<file path="config.mk">
export PLATFORM = sky130hd
export DESIGN_NAME = ps2_tx
export DESIGN_NICKNAME = d
export VERILOG_FILES = /design/src/rtl/ps2_tx.sv
export SDC_FILE = /design/constraint.sdc
export NUM_CORES = 1
export LEC_CHECK = 0
export CAP_MARGIN = 15
export CORE_UTILIZATION = 58
export CTS_CLUSTER_SIZE = 14
export DETAILED_ROUTE_END_ITERATION = 8
export PLACE_DENSITY = 0.79
export SLEW_MARGIN = 20
export SYNTH_ARGS = -nofsm -noshare
export SYNTH_HDL_FRONTEND = slang
export SYNTH_SLANG_ARGS = --single-unit
export TNS_END_PERCENT = 10
</file>
<file path="constraint.sdc">
create_clock -name clk -period 2.45 [get_ports clk]
set_input_delay 0.245 -clock clk [delete_from_list [all_inputs] [get_ports clk]]
set_output_delay 0.245 -clock clk [all_outputs]
set_load 0.05 [all_outputs]
</file>
<file path="src/rtl/ps2_tx.sv">
// Host-to-device PS/2 transmitter: inhibit, request-to-send, 10 bits on device clock falls, ACK check.
// Latency: INHIBIT_CYCLES + device clocking; ignores tx_start while busy, no queueing.
module ps2_tx #(
    parameter int INHIBIT_CYCLES = 5000,
    parameter int TIMEOUT_CYCLES = 750000
) (
    input  logic       clk,
    input  logic       rst,
    input  logic       KBCLK,
    input  logic       KBDAT,
    input  logic       tx_start,
    input  logic [7:0] tx_data,
    output logic       kbclk_low,
    output logic       kbdat_low,
    output logic       busy,
    output logic       tx_done,
    output logic       tx_err
);

    localparam int MAX_CYCLES = (INHIBIT_CYCLES > TIMEOUT_CYCLES) ? INHIBIT_CYCLES : TIMEOUT_CYCLES;
    localparam int CNT_W      = $clog2(MAX_CYCLES + 1);
    localparam logic [CNT_W-1:0] INH_LAST = CNT_W'(INHIBIT_CYCLES - 1);
    localparam logic [CNT_W-1:0] TO_LAST  = CNT_W'(TIMEOUT_CYCLES - 1);

    typedef enum logic [2:0] {
        IDLE,
        INHIBIT,
        RELEASE,
        SEND,
        WAIT_ACK,
        WAIT_IDLE
    } state_t;

    state_t           state;
    logic [9:0]       shift;
    logic [CNT_W-1:0] cnt;
    logic [3:0]       bit_cnt;

    logic clk_s1, clk_sync, clk_prev;
    logic dat_s1, dat_sync;
    logic fall;

    assign fall = clk_prev & ~clk_sync;

    always_ff @(posedge clk) begin
        if (rst) begin
            clk_s1   <= 1'b1;
            clk_sync <= 1'b1;
            clk_prev <= 1'b1;
            dat_s1   <= 1'b1;
            dat_sync <= 1'b1;
        end else begin
            clk_s1   <= KBCLK;
            clk_sync <= clk_s1;
            clk_prev <= clk_sync;
            dat_s1   <= KBDAT;
            dat_sync <= dat_s1;
        end
    end

    always_ff @(posedge clk) begin
        if (rst) begin
            state     <= IDLE;
            shift     <= '0;
            cnt       <= '0;
            bit_cnt   <= '0;
            kbclk_low <= 1'b0;
            kbdat_low <= 1'b0;
            busy      <= 1'b0;
            tx_done   <= 1'b0;
            tx_err    <= 1'b0;
        end else begin
            tx_done <= 1'b0;
            tx_err  <= 1'b0;
            case (state)
                IDLE: begin
                    if (tx_start) begin
                        shift     <= {1'b1, ~^tx_data, tx_data};
                        cnt       <= '0;
                        kbclk_low <= 1'b1;
                        busy      <= 1'b1;
                        state     <= INHIBIT;
                    end
                end
                INHIBIT: begin
                    if (cnt == INH_LAST) begin
                        kbclk_low <= 1'b0;
                        kbdat_low <= 1'b1;
                        state     <= RELEASE;
                    end else begin
                        cnt <= cnt + CNT_W'(1);
                    end
                end
                RELEASE: begin
                    // The RELEASE cycle itself is the first cycle of the ACK timeout window.
                    cnt     <= CNT_W'(1);
                    bit_cnt <= '0;
                    state   <= SEND;
                end
                SEND, WAIT_ACK, WAIT_IDLE: begin
                    if (cnt == TO_LAST) begin
                        tx_err    <= 1'b1;
                        kbclk_low <= 1'b0;
                        kbdat_low <= 1'b0;
                        busy      <= 1'b0;
                        state     <= IDLE;
                    end else begin
                        cnt <= cnt + CNT_W'(1);
                        if (state == SEND) begin
                            if (fall) begin
                                // Shift register ends with the stop bit (1), which releases the line.
                                kbdat_low <= ~shift[0];
                                shift     <= {1'b0, shift[9:1]};
                                bit_cnt   <= bit_cnt + 4'd1;
                                if (bit_cnt == 4'd9) begin
                                    state <= WAIT_ACK;
                                end
                            end
                        end else if (state == WAIT_ACK) begin
                            if (fall) begin
                                if (!dat_sync) begin
                                    state <= WAIT_IDLE;
                                end else begin
                                    tx_err <= 1'b1;
                                    busy   <= 1'b0;
                                    state  <= IDLE;
                                end
                            end
                        end else begin
                            if (clk_sync && dat_sync) begin
                                tx_done <= 1'b1;
                                busy    <= 1'b0;
                                state   <= IDLE;
                            end
                        end
                    end
                end
                default: begin
                    kbclk_low <= 1'b0;
                    kbdat_low <= 1'b0;
                    busy      <= 1'b0;
                    state     <= IDLE;
                end
            endcase
        end
    end

endmodule

</file>
==> impl_metrics.py <==
metrics = {
    "synth": {
        "ys_warn_count": 0,
        "synth_cell_types": 59,
        "synth_edf_count": 0,
        "synth_flop_cell": "dfxtp_1",
        "netlist_area_sq_mm": 0.002575,
        "synthCells": 308,
        "avgSynthCellArea_sq_um": 8.360,
        "ys_ff_latch": 47,
        "yosysSeqAreaShare_pct": 36.54,
        "synthArstFlopShare_pct": 0,
        "synth_nets": 324,
    },
    "global_routing": {
        "antenna_found_initial": 0,
        "grt_pass1_wl_um": 9204,
        "grt_max_degree": 33,
        "grt_pass1_vias": 1945,
        "grtUsageTotal_pct": 26.24,
        "overflow": 0,
    },
    "cts": {
        "clkLatencyLatePin_ns": 0.30,
        "ctsHoldBuffers": 0,
        "clk_pin_slew_ns": 0.09,
        "cts_tree": "yes",
        "cts_made_buffers": 5,
        "cts_buffer_depth": 2,
        "cts_root_buffer": "clkbuf_8",
        "cts_max_level": 2,
        "cts.sinks": 47,
        "post_cts_buffers": 0,
        "cts_resized": 0,
    },
    "placement": {
        "dpl_cell_area_sq_mm": 0.002788,
        "portBuffers": 17,
        "place_hpwl_um": 4151,
        "place_congestion": 0.8810,
        "pre_cts_slack_ns": 0.1861,
    },
    "layout": {
        "regArea_sq_um": 940.9,
        "fin_nets": 339,
        "final_cell_mix": "47 x dfxtp_1, 37 x nor2_1, 26 x nand2_1",
        "multiInputGateArea_sq_mm": 0.001516,
        "final_layout_size_suffix_gt1_share_pct": 12.65,
        "syn2layout_area_growth_pct": 12.63,
        "fillCellCount": 327,
        "finalInstanceArea_sq_mm": 0.002900,
        "layout_commonest_cell": "dfxtp_1",
        "num_antenna_cells": 0,
    },
    "power_and_ir_drop": {
        "internal_power_mw": 1.190,
        "p_clk_share_pct": 35.1,
        "switching_power_uw": 403.8,
        "seq_power_share_pct": 50.9,
        "switching_share_pct": 25.34,
        "power_density_mw_per_mm2": 549.4,
        "p_comb_share_pct": 14.0,
        "ir_worst_vdd_mv": 0.5458,
        "leakage_nw": 1.038,
    },
    "worst_hold_path": {
        "min_from": "dat_s1",
        "hold_class": "register to register",
        "min_path_cells": 1,
        "min_to": "dat_sync",
    },
    "setup_path": {
        "worstSetupPathType": "register to register",
        "crit_arrival_ns": 2.54,
        "worst_r2r_endpoint": "cnt[14]",
        "cp-start-kind": "register",
        "required_ns": 2.68,
        "reg2regPathDepth": 7,
        "r2r_slack_ns": 0.14,
        "cp_max_fo": 13,
        "endpoint_kind": "register",
        "worstReg2RegStart": "cnt[0]",
    },
    "outcome": {
        "status": "finished clean",
    },
    "sta": {
        "setup_viol": 0,
        "relSlewSlack_pct": 52.70,
        "worstMarginPinSlew_ns": 0.7094,
        "fin_ws_ns": 0.1417,
        "rsz0062_at_grt": "false",
        "fmax_mhz": 433.2,
        "min_period_over_period_pct": 94.22,
        "finalHoldViolCount": 0,
        "setup-tns-final_ns": 0,
        "finalMaxSlewViolations": 0,
        "skew_ns": 0.004897,
        "period_minus_slack_ns": 2.308,
    },
    "routing": {
        "drtAntennaViolNets": 0,
        "wl_per_cell_um": 15.39,
        "drt-pass1-iter-count": 5,
        "viasPerCell": 6.238,
        "drc": 0,
        "vias": 2333,
        "routed_wl_um": 5754,
        "drtIter0Drc": 235,
    },
    "die": {
        "row_count": 23,
        "core_region_area_sq_mm": 0.004144,
        "io_pins": 18,
        "dieWidth_um": 68.63,
        "dieHeight_um": 68.63,
        "start_util_pct": 62.14,
        "die_area_sq_mm": 0.004710,
    },
    "job": {
        "maxCapViolCount": 0,
    },
}
==> cell families after synthesis <==
kind of cell             after synthesis  synth area share [%]
multiplexers                           2                0.7775
adder cells (fa/ha/maj)                3                 1.458
AND/OR/NAND/NOR                      143                 31.34
flip-flops                            47                 36.54
AO/OA/AOI/OAI                         73                 20.55
XOR/XNOR                              14                 4.762
buffers and inverters                 26                 4.567
==> worst max-delay path by stage <==
stage,slack [ns],cells past startpoint,start,endpoint
final,0.14,7,cnt[0],cnt[14]
after global routing,0.007,7,cnt[0],cnt[14]
after CTS,0.14,7,cnt[0],cnt[14]
after detailed placement,0.19,7,cnt[0],cnt[14]
after global placement,0.25,7,cnt[0],cnt[12]
after floorplan,0.38,8,cnt[0],cnt[15]
==> synthesized netlist by cell type (2+ instances only) <==
library cell | n | area [sq um]
or4_1 | 2 | 15.01
buf_6 | 2 | 22.52
ha_1 | 3 | 37.54
nor4b_4 | 2 | 47.55
o21a_1 | 2 | 15.01
and2_1 | 3 | 18.77
clkbuf_1 | 12 | 45.04
or2_2 | 6 | 37.54
inv_1 | 7 | 26.28
o31ai_1 | 5 | 37.54
or3_1 | 5 | 31.28
nor4_1 | 8 | 50.05
buf_2 | 4 | 20.02
a211oi_1 | 4 | 30.03
a21oi_1 | 17 | 85.08
dfxtp_1 | 47 | 940.9
mux2i_1 | 2 | 20.02
a311oi_1 | 8 | 70.07
o41ai_1 | 2 | 17.52
nand3_1 | 20 | 100.1
and3_1 | 4 | 25.02
xnor2_1 | 13 | 113.9
a31o_2 | 4 | 35.03
o21ai_2 | 2 | 17.52
nor2b_1 | 3 | 18.77
nand2_1 | 26 | 97.59
a221oi_1 | 3 | 26.28
nor3_1 | 7 | 35.03
a21o_1 | 2 | 15.01
nand4_1 | 6 | 37.54
o21ai_0 | 7 | 35.03
nor2_1 | 37 | 138.9
o21ai_1 | 5 | 25.02
and4_1 | 3 | 26.28
==> per-stage QoR <==
step	utilization, %	hold WS (ns)	power, mW	cells
global placement	67.27	0.3911	1.043	366
floorplan	-	0.3488	0.9878	308
global route	69.99	0.4452	1.662	374
CTS	69.99	0.4169	1.605	374
finish	69.99	0.4133	1.594	374
detailed placement	67.27	0.3961	1.047	366
==> area by class of cell <==
cell class / instances / share of cell area (%)
Tap cell: 50 / 2.157
Clock buffer: 5 / 2.373
Clock inverter: 3 / 1.510
Timing Repair Buffer: 26 / 8.197
Inverter: 8 / 1.035
Sequential cell: 47 / 32.44
Multi-Input combinational cell: 235 / 52.29
==> metal layers <==
metal	global-route usage, %	vias up	wire length (um)
met4	9.896	0	93
li1	-	1161	-
met5	0	-	0
met3	5.263	11	328
met2	39.22	72	2555
met1	36.86	1089	2777
==> sequential cells by signal, summed over array words and instances (netlist names) <==
register,flops
bit_cnt,4
busy,1
clk_prev,1
clk_s1,1
clk_sync,1
cnt,20
dat_s1,1
dat_sync,1
kbclk_low,1
kbdat_low,1
shift,10
state,3
tx_done,1
tx_err,1
==> critical path, stage by stage, from the launching register on <==
cell     delay, ns
dfxtp_1       0.34
ha_1          0.25
and4_1        0.21
nand3_1       0.15
o21ai_2       0.16
or3_4         0.48
or4_1         0.48
a21oi_1       0.15
==> power groups by stage <==
stage	Combinational [mW]	Sequential [mW]	Clock (mW)
after global routing	0.242	0.816	0.605
after detailed placement	0.218	0.829	0
after CTS	0.221	0.811	0.573
after global placement	0.214	0.828	0
after floorplan	0.154	0.833	0
final	0.222	0.812	0.559
No activity file was read; power rests on OpenSTA's default activity.
